`src/rtl/rpm_alarm_seq.sv`:
```
// rpm_alarm_seq: classifies RPM stage with hysteresis and sequences the over-rev alarm.
// Blinks/beeps in DANGER; after sustained redline enters LIMIT and inhibits accel pulses.
module rpm_alarm_seq #(
    parameter int HOLD_CYCLES  = 200,
    parameter int LIMIT_CYCLES = 1000,
    parameter int BLINK_HALF   = 250,
    parameter int BEEP_ON      = 100,
    parameter int BEEP_OFF     = 100
) (
    input  logic       clk,
    input  logic       rst_n,
    input  logic [3:0] speed_level,
    input  logic [3:0] max_level,
    output logic [1:0] stage,
    output logic       alarm_led,
    output logic       beep,
    output logic       accel_inhibit
);
    typedef enum logic [1:0] {NORMAL, CAUTION, DANGER, LIMIT} state_t;

    localparam logic [15:0] HOLD_LAST  = 16'(HOLD_CYCLES - 1);
    localparam logic [15:0] LIMIT_LAST = 16'(LIMIT_CYCLES - 1);
    localparam logic [15:0] BLINK_LAST = 16'(BLINK_HALF - 1);
    localparam logic [15:0] ON_LAST    = 16'(BEEP_ON - 1);
    localparam logic [15:0] OFF_LAST   = 16'(BEEP_OFF - 1);

    state_t      st, nxt, raw;
    logic [15:0] hold_cnt, hold_nxt, lim_cnt, lim_nxt, blink_cnt, gate_cnt;
    logic        gate, gate_end, lower;

    function automatic logic [15:0] sat_inc(input logic [15:0] v);
        return (v == 16'hFFFF) ? v : v + 16'd1;
    endfunction

    always_comb begin
        raw = (max_level == 4'd0)                      ? NORMAL  :
              (speed_level >= max_level)               ? DANGER  :
              (speed_level >= {1'b0, max_level[3:1]})  ? CAUTION : NORMAL;
    end

    // In LIMIT a DANGER reading is not "lower": only CAUTION/NORMAL start the step-down hold.
    assign lower    = (st == LIMIT) ? (raw != DANGER) : (raw < st);
    assign gate_end = gate_cnt >= (gate ? ON_LAST : OFF_LAST);
    assign stage    = st;

    always_comb begin
        nxt      = st;
        hold_nxt = 16'd0;
        lim_nxt  = 16'd0;
        if (max_level == 4'd0)
            nxt = NORMAL;
        else if (st != LIMIT && raw > st)
            nxt = raw;
        else if (lower) begin
            if (hold_cnt >= HOLD_LAST)
                nxt = raw;
            else
                hold_nxt = sat_inc(hold_cnt);
        end else if (st == DANGER) begin
            if (lim_cnt >= LIMIT_LAST)
                nxt = LIMIT;
            else
                lim_nxt = sat_inc(lim_cnt);
        end
    end

    always_ff @(posedge clk or negedge rst_n) begin
        if (!rst_n) begin
            st       <= NORMAL;
            hold_cnt <= 16'd0;
            lim_cnt  <= 16'd0;
        end else begin
            st       <= nxt;
            hold_cnt <= hold_nxt;
            lim_cnt  <= lim_nxt;
        end
    end

    always_ff @(posedge clk or negedge rst_n) begin
        if (!rst_n) begin
            alarm_led     <= 1'b0;
            beep          <= 1'b0;
            accel_inhibit <= 1'b0;
            blink_cnt     <= 16'd0;
            gate_cnt      <= 16'd0;
            gate          <= 1'b0;
        end else if (nxt == DANGER && st != DANGER) begin
            alarm_led     <= 1'b1;
            beep          <= 1'b1;
            accel_inhibit <= 1'b0;
            blink_cnt     <= 16'd0;
            gate_cnt      <= 16'd0;
            gate          <= 1'b1;
        end else if (nxt == DANGER) begin
            alarm_led     <= (blink_cnt >= BLINK_LAST) ? ~alarm_led : alarm_led;
            blink_cnt     <= (blink_cnt >= BLINK_LAST) ? 16'd0 : blink_cnt + 16'd1;
            gate          <= gate ^ gate_end;
            gate_cnt      <= gate_end ? 16'd0 : gate_cnt + 16'd1;
            beep          <= (gate ^ gate_end) & ~beep;
            accel_inhibit <= 1'b0;
        end else begin
            alarm_led     <= nxt == LIMIT;
            beep          <= (nxt == LIMIT) & ~beep;
            accel_inhibit <= nxt == LIMIT;
            blink_cnt     <= 16'd0;
            gate_cnt      <= 16'd0;
            gate          <= 1'b0;
        end
    end
endmodule
```
`config.mk`:
```
export PLATFORM = sky130hd
export DESIGN_NAME = rpm_alarm_seq
export DESIGN_NICKNAME = d
export VERILOG_FILES = /design/src/rtl/rpm_alarm_seq.sv
export SDC_FILE = /design/constraint.sdc
export NUM_CORES = 1
export LEC_CHECK = 0
export ABC_AREA = 0
export CAP_MARGIN = 10
export CELL_PAD_IN_SITES_DETAIL_PLACEMENT = 1
export CELL_PAD_IN_SITES_GLOBAL_PLACEMENT = 1
export CORE_ASPECT_RATIO = 1.2
export CORE_MARGIN = 1
export CORE_UTILIZATION = 30
export DETAILED_ROUTE_END_ITERATION = 16
export PLACE_DENSITY_LB_ADDON = 0.1
export SYNTH_ARGS = -nofsm -noshare
export SYNTH_HDL_FRONTEND = slang
export SYNTH_SLANG_ARGS = --single-unit
```
`constraint.sdc`:
```
create_clock -name clk -period 2.8 [get_ports clk]
set_input_delay 0.42 -clock clk [delete_from_list [all_inputs] [get_ports clk]]
set_output_delay 0.42 -clock clk [all_outputs]
set_load 0.01 [all_outputs]
```
Yosys cells after proc, flatten, opt, wreduce, memory -nomap -nowiden

Cells that the tools add are included.

Register bits after elaboration: 70
Bits of input ports: 10
Output and inout bits: 5
Logic and storage cells: 77

Add/subtract/negate cells: 4
Order comparisons: 8
Equality and inequality tests: 12
Mux-type cells: 36
Bitwise operators: 5
Reductions and logical operators: 3

Operators with widths:

| cell                                                  | number |
|---|---|
| 2-to-1 mux 16 bit                                     | 17 |
| adder 16 x 1 -> 16 bit, second input constant         | 4 |
| equality test 16 bit, second input constant           | 2 |
| >= comparator 16 x 8 -> 1 bit, second input constant  | 2 |
| >= comparator 16 x 10 -> 1 bit, second input constant | 1 |
| >= comparator 16 x 7 -> 1 bit, second input constant  | 1 |
| 2-to-1 mux 2 bit                                      | 8 |
| 2-to-1 mux 1 bit                                      | 11 |
| equality test 2 bit, second input constant            | 4 |
| != test 2 bit, second input constant                  | 3 |
| != test 6 bit, second input constant                  | 1 |
| != test 5 bit, second input constant                  | 1 |
| >= comparator 4 x 3 -> 1 bit                          | 1 |
| >= comparator 4 bit                                   | 1 |
| logical NOT 4 bit                                     | 1 |
| != test 3 x 1 -> 1 bit, second input constant         | 1 |
| AND 1 bit                                             | 2 |
| > comparator 2 bit                                    | 1 |
| logical AND 1 bit                                     | 2 |
| < comparator 2 bit                                    | 1 |
| inverter 1 bit                                        | 2 |
| XOR 1 bit                                             | 1 |

Depth between registers and ports, before layout

Gate-level depths: netlist (run 1).

Depth in word-level cells: 13
Gate-level depth with buffers: 14
Gate-level depth less buffers: 13

Least setup slack after synthesis (run 1)

Ideal clock, no wire load.

Kind: input-to-reg
Start: input port max_level[2]
End: register gate_cnt[2]
Library setup time: 0.097 ns
Arrival: 3.295 ns
Required time: 2.703 ns
Slack: -0.592 ns
Stages on the path: 14
Buffers on the path: 1
Cells stage by stage: inv_1 ha_1 a21oi_1 o21ai_0 a21oi_1 nor2b_1 ha_1 and2b_1 a2bb2oi_1 a221oi_1 a221oi_4 nand4_4 buf_6 nor4_2

Longest elaborated chain between the ends: 12
Elaborated cells on any way between the ends: 19
Classes of those cells: order compare (4); eq/ne (2); mux (10); reduce/logical (3)

Ends and longest elaborated chain:

| element                                                | line   | source |
|---|---|---|
| from (decl)                                            | 13     | `input logic [3:0] max_level,` |
| >= comparator 4 x 3 -> 1 bit                           | 38     | `(speed_level >= {1'b0, max_level[3:1]}) ? CAUTION : NORMAL;` |
| 2-to-1 mux 1 bit                                       | 38     |  |
| 2-to-1 mux 2 bit                                       | 37     | `(speed_level >= max_level) ? DANGER :` |
| 2-to-1 mux 2 bit                                       | 36     | `raw = (max_level == 4'd0) ? NORMAL :` |
| < comparator 2 bit or != test 2 bit (tied branches)    | 42     | `assign lower = (st == LIMIT) ? (raw != DANGER) : (raw < st);` |
| 2-to-1 mux 1 bit                                       | 42     |  |
| 2-to-1 mux 2 bit                                       | 54     | `else if (lower) begin` |
| 2-to-1 mux 2 bit                                       | 52     | `else if (st != LIMIT && raw > st)` |
| 2-to-1 mux 2 bit *                                     | 50     | `if (max_level == 4'd0)` |
| via nxt[1]                                             | 27     | `state_t st, nxt, raw;` |
| equality test 2 bit *                                  | 87, 94 |  |
| 2-to-1 mux 16 bit or logical AND 1 bit (tied branches) | 94, 87 |  |
| 2-to-1 mux 16 bit *                                    | 87     | `end else if (nxt == DANGER && st != DANGER) begin` |
| to (signal assigned)                                   | 98     | `gate_cnt <= gate_end ? 16'd0 : gate_cnt + 16'd1;` |
| to (decl)                                              | 28     | `logic [15:0] hold_cnt, hold_nxt, lim_cnt, lim_nxt, blink_cnt, gate_cnt;` |

Mark *: on every way through the listed nets, which the timed path passes. The rest lies on a longest branch.
A chain may end at the register's enable or synchronous reset.

Final worst setup path (run 1)

Start: input port speed_level[3]
End: register blink_cnt[5]

Longest elaborated chain between the ends: 12
Elaborated cells on any way between the ends: 18
Classes of those cells: order compare (4); eq/ne (2); mux (10); reduce/logical (2)

Ends and longest elaborated chain:

| element                                                | line   | source |
|---|---|---|
| from (decl)                                            | 12     | `input logic [3:0] speed_level,` |
| >= comparator 4 x 3 -> 1 bit                           | 38     |  |
| 2-to-1 mux 1 bit                                       | 38     |  |
| 2-to-1 mux 2 bit *                                     | 37     |  |
| 2-to-1 mux 2 bit *                                     | 36     |  |
| < comparator 2 bit or != test 2 bit (tied branches)    | 42     |  |
| 2-to-1 mux 1 bit                                       | 42     |  |
| 2-to-1 mux 2 bit                                       | 54     |  |
| 2-to-1 mux 2 bit *                                     | 52     |  |
| 2-to-1 mux 2 bit *                                     | 50     |  |
| equality test 2 bit *                                  | 87, 94 |  |
| 2-to-1 mux 16 bit or logical AND 1 bit (tied branches) | 94, 87 |  |
| 2-to-1 mux 16 bit *                                    | 87     |  |
| to (signal assigned)                                   | 96     | `blink_cnt <= (blink_cnt >= BLINK_LAST) ? 16'd0 : blink_cnt + 16'd1;` |
| to (decl)                                              | 28     |  |

Every way passes the cells marked *; elsewhere a longest branch is shown, timed or not.

==> results of run 1 <==
==> placed cells by master (no fill, tap or decap), types with 5 or more instances in the layout <==
master / instances
clkdlybuf4s50_1: 5
xor2_1: 12
buf_4: 43
xnor2_1: 13
nor4_1: 7
dfrtp_1: 70
conb_1: 31
nor2_1: 28
clkbuf_16: 9
nor4_2: 5
nand2_1: 16
nand4_1: 9
ha_4: 7
buf_2: 6
nand3_1: 14
ha_1: 8
and3_1: 6
nor4_4: 11
inv_1: 8
==> worst max-delay path, stage by stage <==
cell           delay (ns)
dlygate4sd2_1        0.29
buf_4                0.17
nor3_1               0.27
a21oi_2              0.15
buf_4                0.16
buf_4                0.12
buf_4                0.12
buf_4                0.12
buf_4                0.12
buf_4                0.12
buf_4                0.12
buf_4                0.12
buf_4                0.12
o2111ai_2            0.11
nand4_4              0.18
buf_12               0.19
nor4_4               0.25
==> worst max-delay path by stage <==
stage          slack [ns]      startpoint             to
4_1_cts             -0.10    max_level[2]   blink_cnt[5]
3_3_place_gp        -0.79  speed_level[0]  accel_inhibit
3_5_place_dp        -0.88  speed_level[0]   blink_cnt[7]
6_report            -0.11  speed_level[3]   blink_cnt[5]
5_1_grt             -0.22  speed_level[1]   blink_cnt[5]
2_1_floorplan       -0.30    max_level[1]   blink_cnt[1]
==> kinds of logic (layout without fill, tap and decap cells) <==
family                     after synthesis  after routing
muxes                                    1              1
AOI/OAI and AO/OA                       26             26
DFF                                     70             70
other                                    1             31
and+or+nand+nor                        123            123
adders and majority gates               15             15
buffers and inverters                   19             93
xor gates and xnor gates                25             25
==> sequential cells by signal (all words and copies together), names as in the netlist <==
register and count:
lim_cnt 16, gate_cnt 16, alarm_led 1, hold_cnt 16, beep 1, gate 1, stage 2, accel_inhibit 1
blink_cnt 16
==> report_power, final <==
group	total (mW)	switching (mW)	leakage (nW)	internal [mW]
Sequential	1.13	0.0526	0.896	1.08
Combinational	1.62	0.805	0.982	0.819
Clock	1.16	0.459	0.139	0.698
==> routing by layer <==
| metal | GRT usage, % | vias up | wire, um |
|---|---|---|---|
| met5 | 0 | - | 0 |
| met4 | 5.970 | 0 | 98 |
| met3 | 3.739 | 5 | 176 |
| met2 | 26.20 | 17 | 4002 |
| met1 | 17.34 | 1229 | 3276 |
| li1 | - | 1176 | - |
==> stage by stage <==
stage,instance area [sq um],hold WS [ns]
after global routing,4711,0.1165
after floorplan,3412,0.1244
after global placement,3911,0.4375
final,4711,0.07052
after CTS,4572,0.08923
after detailed placement,3911,0.4458
==> layout make-up <==
type	instances	area, sq um
timing repair buffer	64	550.5
fill	1095	5806
clock inverter	7	78.83
inverter	13	53.80
sequential	70	1752
clock buffer	9	225.2
multi-input combinational	221	1889
tap	129	161.4
==> what timing repair did <==
| item | CTS | global route |
|---|---|---|
| resized for setup | 73 | 16 |
| endpoints found under the setup margin | 39 | 29 |
| buffers inserted | 15 | 6 |
| pin swaps | 20 | 12 |
| cloned | 0 | 0 |
==> results by group, run 1 <==
Status
  • Status: finished with violations
  • Violated checks: negative setup slack

Clocking
  • Max clock buf depth: 2
  • H-tree levels: 3
  • Num CTS Buffers: 9
  • Clk_lat worst skew: 0.34 ns
  • Clock Pin Slew Worst Setup and Hold Paths: 0.06 ns
  • CTS Root Cell: clkbuf_16
  • Hold buffer count at CTS: 0
  • Clock tree sinks: 70
  • TritonCTS clock tree: built

Cells and area
  • Fraction of layout cells with a size suffix above 1: 33.85%
  • Layout Utilization: 44.79%
  • Final Non-Filler Cells: 513
  • Ant diodes: 0
  • NumNets Final: 404
  • Synthesis-to-finish area growth: 45.54%

Synthesis
  • Yosys top cell area share: 54.12%
  • Area contributors post-synth: dfrtp_1 (54%), ha_1 (5.8%), nor4_2 (3.9%)
  • Synthesized area: 3237 sq um
  • Warnings, synthesis: 0
  • Most frequent cell after synthesis: dfrtp_1
  • Main synth FF type: dfrtp_1
  • Most frequent cells after synthesis: dfrtp_1 (70), nor2_1 (29), nand2_1 (18)
  • Largest family of logic cells by synthesized area: simple AND/OR/NAND/NOR gates
  • Average size of a mapped cell: 11.56 sq um
  • Synth Area in Simple Gates: 22.73%
  • Post-synth top area cell: dfrtp_1
  • Distinct cell type count after synthesis: 50
  • Number of flops mapped to enable cells by yosys: 0
  • Sequential area share after synthesis: 54.12%
  • Post-synthesis compound-gate area fraction: 7.460%
  • Mux cell area share after synthesis: 0.3092%
  • Yosys reg bits: 70
  • Xor/xnor share of the synthesized area: 6.765%
  • Cell count after synthesis: 280
  • Post-Synth Adder-Cell Area: 5.798%
  • Post-synth ARST share: 100.0%

Global routing
  • Gr usage total: 14.83%
  • Largest net degree at the start of global routing: 50
  • Antenna violations before repair: 0
  • Global-route wire length before repair: 12950 um
  • Vias in the first global route: 2618
  • Global route overflow: 0

Worst setup path
  • CP Launch Type: input pin
  • Cells on worst reg2reg path: 8
  • Crit end category: register
  • Maximum fanout along the worst path: 7
  • RR Endpoint: blink_cnt[5]
  • Critical path class: in2reg
  • CP required: 3.04 ns
  • Critical Path AT: 3.15 ns
  • Reg-to-Reg Start: hold_cnt[0]
  • Flop2flop setup slack: 0.22 ns

STA
  • Fin crit period: 2.909 ns
  • Achievable Freq: 343.8 MHz
  • Period Utilization, post-route: 103.9%
  • Worst Skew: 0.004792 ns
  • Worst Max-Slew Pin Slew: 0.7814 ns
  • # setup viols final: 15
  • Total Negative Setup Slacks: -0.9634 ns
  • Slew headroom: 47.76%
  • Pins Over Slew Limit: 0
  • Hold Fails Final Rpt: 0
  • Unrepaired setup endpoints after global routing: yes
  • Post-layout worst setup margin: -0.1090 ns

Die
  • Core area: 10520 sq um
  • Die height: 115.8 um
  • Row count: 41
  • Ports: 15
  • Die Wd: 96.82 um
  • Die area: 11210 sq um
  • Starting Density: 30.78%

Placement
  • DP HPWL: 4850 um
  • Pre-CTS WS: -0.8832 ns
  • Placer congestion estimate: 0.7390
  • Port bufs: 14
  • Placed cell count: 478

Detailed routing
  • First DRT Iteration DRCs: 52
  • Post-DRT Antenna Nets: 0
  • Final wirelength: 7554 um
  • DRC Markers: 0
  • Vias: 2427
  • Vias per cell: 4.731
  • DR WL/cell: 14.73 um
  • DRT Pass-1 Iters: 4

Run
  • Max Cap Viol: 0

Power and ir drop
  • Final Total Pwr: 3.912 mW
  • Leak: 2.017 nW
  • Cell Pwr Density: 830.5 nW/um^2
  • Worst IR drop on VDD: 0.3569 mV

Worst hold path
  • Worst Hold Class: in2async
Note: power is estimated with default switching activity, not from simulation.
==> run 2: changes to the inputs <==
--- a/config.mk
+++ b/config.mk
@@ -11,7 +11,7 @@
 export CELL_PAD_IN_SITES_GLOBAL_PLACEMENT = 1
 export CORE_ASPECT_RATIO = 1.2
 export CORE_MARGIN = 1
-export CORE_UTILIZATION = 30
+export CORE_UTILIZATION = 48
 export DETAILED_ROUTE_END_ITERATION = 16
 export PLACE_DENSITY_LB_ADDON = 0.1
 export SYNTH_ARGS = -nofsm -noshare
==> constraint.sdc (replaced) <==
create_clock -name clk -period 2.8 [get_ports clk]
set_input_delay 0.56 -clock clk [delete_from_list [all_inputs] [get_ports clk]]
set_output_delay 0.56 -clock clk [all_outputs]
set_load 0.01 [all_outputs]
==> results by group, run 2 (same netlist as run 1, synthesis figures left out) <==
STA
  • Achievable Freq: 304.6 MHz (-11%)
  • Worst Max-Slew Pin Slew: 0.6377 ns (-0.1437 ns)
  • Pins Over Slew Limit: 0 (unchanged)
  • Unrepaired setup endpoints after global routing: yes
  • Hold Fails Final Rpt: 0 (unchanged)
  • Fin crit period: 3.284 ns (+0.3746 ns)
  • Post-layout worst setup margin: -0.4835 ns (-0.3746 ns)
  • Total Negative Setup Slacks: -11.42 ns (-10.46 ns)
  • Worst Skew: 0.01929 ns (+0.01449 ns)
  • Final Hold Slack: 0.2084 ns (+0.1379 ns)
  • Slew headroom: 57.36% (+9.6 points)
  • # setup viols final: 31 (+16)
  • Period Utilization, post-route: 117.3% (+13 points)

Status
  • Status: finished with violations
  • Violated checks: negative setup slack

Global routing
  • Global route overflow: 0 (unchanged)
  • Largest net degree at the start of global routing: 71 (+42%)
  • Global-route wire length before repair: 13630 um (+5.3%)
  • Antenna violations before repair: 0 (unchanged)
  • Gr usage total: 25.59% (+11 points)
  • Vias in the first global route: 2849 (+8.8%)

Cells and area
  • Most common cell after layout, fill and taps aside: dfrtp_1
  • Footprint of the multi-input gates: 1837 sq um (-2.8%)
  • Synthesis-to-finish area growth: 35.21%
  • Ant diodes: 0 (unchanged)
  • NumNets Final: 394 (-2.5%)
  • Filler cell count: 677 (-38%)
  • Layout Utilization: 67.48% (+23 points)
  • Final Non-Filler Cells: 458 (-11%)
  • Most frequent cells in the layout: dfrtp_1 (70), buf_4 (34), conb_1 (31)
  • Reg area: 1752 sq um (unchanged)
  • Fin area: 4377 sq um (-7.1%)
  • Fraction of layout cells with a size suffix above 1: 31.37% (-2.5 points)

Worst setup path
  • Reg-to-Reg Start: hold_cnt[0]
  • Critical path class: in2reg
  • CP required: 3.04 ns (about the same)
  • Maximum fanout along the worst path: 8 (+1)
  • Critical Path AT: 3.53 ns (+0.38 ns)
  • Crit end category: register
  • Cells on worst reg2reg path: 8 (unchanged)
  • RR Endpoint: blink_cnt[1]
  • CP Launch Type: input pin
  • Flop2flop setup slack: 0.19 ns (-0.03 ns)

Detailed routing
  • DR WL/cell: 19.47 um (+32%)
  • DRT Pass-1 Iters: 4 (unchanged)
  • DRC Markers: 0 (unchanged)
  • First DRT Iteration DRCs: 71 (+37%)
  • Final wirelength: 8915 um (+18%)
  • Vias: 2500 (+3.0%)
  • Vias per cell: 5.459 (+15%)
  • Post-DRT Antenna Nets: 0 (unchanged)

Clocking
  • Clock Pin Slew Worst Setup and Hold Paths: 0.09 ns (+0.03 ns)
  • H-tree levels: 3 (unchanged)
  • Max clock buf depth: 2 (unchanged)
  • Clk_lat worst skew: 0.35 ns (about the same)
  • Num CTS Buffers: 9 (unchanged)
  • Clock tree sinks: 70 (unchanged)
  • CTS Root Cell: clkbuf_8
  • TritonCTS clock tree: built

Placement
  • DP Area: 3839 sq um (-1.9%)
  • Port bufs: 14 (unchanged)
  • Placed cell count: 430 (-10%)
  • Placer congestion estimate: 0.7797 (+5.5%)
  • DP HPWL: 4867 um (+0.35%)
  • Pre-CTS WS: -1.022 ns (-0.1393 ns)

Die
  • Die area: 7077 sq um (-37%)
  • Starting Density: 49.90% (+19 points)
  • Row count: 32 (-22%)
  • Ports: 15 (unchanged)
  • Die height: 91.96 um (-21%)
  • Core area: 6486 sq um (-38%)
  • Die Wd: 76.97 um (-21%)

Power and ir drop
  • Cell Pwr Density: 773.2 nW/um^2 (-6.9%)
  • Worst IR drop on VDD: 0.4920 mV (+38%)
  • Leak: 1.885 nW (-6.5%)
  • Final Total Pwr: 3.384 mW (-14%)

Run
  • Max Cap Viol: 0 (unchanged)

Worst hold path
  • Worst Hold Class: in2async
## run 2: critical path: stages
cell and delay, ns:
buf_2 0.12, buf_4 0.14, ha_1 0.36, o31ai_4 0.26
a21oi_2 0.08, nand2_1 0.10, ha_2 0.17, and2b_2 0.27
buf_4 0.16, nor2_1 0.25, o31ai_2 0.13, a221oi_4 0.29
nand4_4 0.19, buf_12 0.19, nor4_4 0.24
## run 2: worst max path at each step
stage	start	end	slack, ns	cells past startpoint
2_1_floorplan	max_level[1]	blink_cnt[1]	-0.44	11
3_3_place_gp	speed_level[0]	blink_cnt[1]	-0.87	15
3_5_place_dp	max_level[2]	blink_cnt[6]	-1.02	15
4_1_cts	max_level[2]	blink_cnt[4]	-0.27	15
5_1_grt	max_level[2]	blink_cnt[1]	-0.51	15
6_report	speed_level[2]	blink_cnt[1]	-0.48	15
## run 2: area by class of cell
cell class              count  area share [%]
clock buffers               9           2.830
clock inverters             6          0.9148
inverters                  13           1.229
multi-input cells         221           41.97
flip-flops and latches     70           40.02
well taps                  85           2.430
repair buffers             54           10.61
## run 2: power by group
group          leakage (nW)  switching, mW  internal, mW
Sequential            0.896         0.0603          1.08
Combinational         0.905          0.827         0.716
Clock                0.0848          0.388         0.314
Total                  1.89           1.28          2.11
## run 2: metal layers
metal / part of all wire, % / vias to the layer above / GRT usage (%)
met2: 57 / 37 / 47.25
met4: 3.3 / 0 / 12.98
met3: 1.9 / 23 / 4.677
met5: 0 / - / 0
li1: - / 1149 / -
met1: 38 / 1291 / 27.65
## run 2: timing repair
item | in CTS | in global routing
setup buffers | 11 | 4
hold buffers | 0 | 0
endpoints found under the setup margin | 39 | 30
cloned | 1 | 0
pin swaps | 20 | 15
gates resized for setup | 58 | 26
==> run 3: changes to the inputs <==
--- a/config.mk
+++ b/config.mk
@@ -14,6 +14,7 @@
 export CORE_UTILIZATION = 48
 export DETAILED_ROUTE_END_ITERATION = 16
 export PLACE_DENSITY_LB_ADDON = 0.1
+export REMOVE_ABC_BUFFERS = 1
 export SYNTH_ARGS = -nofsm -noshare
 export SYNTH_HDL_FRONTEND = slang
 export SYNTH_SLANG_ARGS = --single-unit
==> results by group, run 3 (same netlist as run 1, synthesis figures left out) <==
Status
  • Status: finished with violations
  • Violated checks: negative setup slack

Detailed routing
  • DR WL met3: 552 um (+230%)
  • DR WL/cell: 27.38 um (+41%)
  • First DRT Iteration DRCs: 197 (+180%)
  • Wire length on met2: 6796 um (+35%)
  • Vias per cell: 5.977 (+9.5%)
  • Top layer in use: met4
  • Final wirelength: 12900 um (+45%)
  • Wl on met1: 4733 um (+39%)
  • DRT Pass-1 Iters: 4 (unchanged)
  • Vias: 2815 (+13%)
  • Post-DRT Antenna Nets: 0 (unchanged)
  • DRC Markers: 0 (unchanged)

Placement
  • DP HPWL: 5023 um (+3.2%)
  • Port bufs: 14 (unchanged)
  • Placer congestion estimate: 0.7754 (-0.55%)

Clocking
  • TritonCTS clock tree: built
  • Clk_lat worst skew: 0.38 ns (+0.03 ns)
  • Max clock buf depth: 2 (unchanged)
  • CTS Root Cell: clkbuf_8
  • Num CTS Buffers: 9 (unchanged)
  • Clock Pin Slew Worst Setup and Hold Paths: 0.09 ns (about the same)
  • Hold buffer count at CTS: 0 (unchanged)
  • Clock tree sinks: 70 (unchanged)
  • H-tree levels: 3 (unchanged)

Global routing
  • Antenna violations before repair: 1 (+1)
  • Gr usage total: 35.90% (+10 points)
  • Global-route wire length before repair: 18060 um (+32%)
  • Global route overflow: 0 (unchanged)
  • Largest net degree at the start of global routing: 43 (-39%)
  • Vias in the first global route: 3100 (+8.8%)

STA
  • # setup viols final: 38 (+23%)
  • Worst Max-Slew Pin Slew: 0.9278 ns (+0.2901 ns)
  • Total Negative Setup Slacks: -8.543 ns (+2.880 ns)
  • Pins Over Slew Limit: 0 (unchanged)
  • Worst Skew: 0.01711 ns (-0.002178 ns)
  • Unrepaired setup endpoints after global routing: yes
  • Hold Fails Final Rpt: 0 (unchanged)
  • Fin crit period: 3.243 ns (-0.04072 ns)
  • Post-layout worst setup margin: -0.4428 ns (+0.04072 ns)
  • Period Utilization, post-route: 115.8% (-1.5 points)
  • Slew headroom: 37.97% (-19 points)
  • Achievable Freq: 308.4 MHz (+1.3%)

Die
  • Ports: 15 (unchanged)
  • Die height: 91.96 um (unchanged)
  • Row count: 32 (unchanged)
  • Core area: 6486 sq um (unchanged)
  • Die area: 7077 sq um (unchanged)
  • Starting Density: 49.90% (unchanged)
  • Die Wd: 76.97 um (unchanged)

Worst setup path
  • CP Launch Type: input pin
  • Maximum fanout along the worst path: 6 (-2)
  • Critical Path AT: 3.51 ns (-0.02 ns)
  • CP required: 3.07 ns (+0.03 ns)
  • Worst Setup SP: speed_level[3]
  • Critical path class: in2reg
  • Crit end category: register
  • Reg-to-Reg Start: hold_cnt[0]

Cells and area
  • Fraction of layout cells with a size suffix above 1: 36.62% (+5.3 points)
  • Synthesis-to-finish area growth: 47.31%
  • Filler cell count: 609 (-10%)
  • Most common cell after layout, fill and taps aside: dfrtp_1
  • Most frequent cells in the layout: dfrtp_1 (70), buf_4 (42), conb_1 (31)
  • NumNets Final: 405 (+2.8%)

Run
  • Max Cap Viol: 0 (unchanged)

Power and ir drop
  • Cell Pwr Density: 878.5 nW/um^2 (+14%)
  • Final Total Pwr: 4.189 mW (+24%)
  • Worst IR drop on VDD: 0.7313 mV (+49%)
  • Leak: 2.048 nW (+8.6%)

Worst hold path
  • Worst Hold Class: in2async
==> run 3: cell types whose count changed in the layout (fill, tap and decap cells not counted), moves of 5 or more <==
cell | before | now
nor4_4 | 7 | 14
buf_4 | 34 | 42
nor2_1 | 28 | 19
nor4_2 | 7 | 2
nor2_4 | 0 | 5
buf_6 | 4 | 10
==> run 3: path summary, 6_finish.rpt <==
check	end	slack, ns	depth (start not counted)
max in group asynchronous	hold_cnt[8]	1.88	2
hold / removal	stage[0]	0.23	1
setup / recovery	gate_cnt[0]	-0.44	14
setup reg to reg	gate_cnt[0]	0.04	9
hold reg to reg	beep	0.52	1
min in group clk	beep	0.52	1
==> run 3: report_power, final <==
part	leakage, nW	total [mW]	switching (mW)	internal (mW)
clock network	0.132	1.15	0.443	0.705
registers	0.896	1.15	0.0687	1.08
logic	1.02	1.89	1.03	0.864
total	2.05	4.19	1.54	2.65
==> run 3: layout make-up <==
| cell class | count | area, sq um | area share (%) |
|---|---|---|---|
| Clock buffer | 10 | 137.6 | 2.886 |
| Multi-Input combinational cell | 221 | 1984 | 41.62 |
| Timing Repair Buffer | 65 | 596.8 | 12.52 |
| Tap cell | 85 | 106.4 | 2.230 |
| Inverter | 13 | 56.30 | 1.181 |
| Clock inverter | 6 | 132.6 | 2.781 |
| Sequential cell | 70 | 1752 | 36.74 |
| Antenna cell | 1 | 2.502 | 0.05248 |
==> run 3: timing repair <==
action / 4_1_cts / 5_1_grt
buffers inserted: 15 / 8
gates resized for setup: 94 / 28
gates cloned: 1 / 0
setup endpoints to repair: 39 / 38
pin swaps: 35 / 16
==> run 3: critical path, stage by stage <==
cell           delay, ns
dlygate4sd2_1       0.33
buf_4               0.20
nor3_1              0.24
a21oi_2             0.13
nand2_2             0.13
ha_4                0.14
and2b_2             0.27
o221ai_4            0.26
a221oi_2            0.15
a221oi_4            0.38
nand4_4             0.18
clkbuf_16           0.21
buf_4               0.14
nor4_4              0.17
==> run 3: through the flow <==
| step | cells | hold slack (ns) | cell area [sq um] | utilization, % | worst slack, ns |
|---|---|---|---|---|---|
| floorplan | 304 | 0.2644 | 3311 | - | -0.7281 |
| detailed placement | 432 | 0.4719 | 3795 | 58.51 | -1.296 |
| CTS | 464 | 0.2580 | 4601 | 70.93 | -0.1453 |
| finish | 471 | 0.2288 | 4768 | 73.51 | -0.4428 |
| global placement | 432 | 0.4662 | 3795 | 58.51 | -1.014 |
| global route | 471 | 0.2582 | 4768 | 73.51 | -0.5418 |
==> run 3: layer usage <==
layer | up-vias | global-route usage, %
met3 | 66 | 6.766
li1 | 1187 | -
met5 | - | 0
met1 | 1450 | 39.76
met4 | 0 | 22.76
met2 | 112 | 62.87
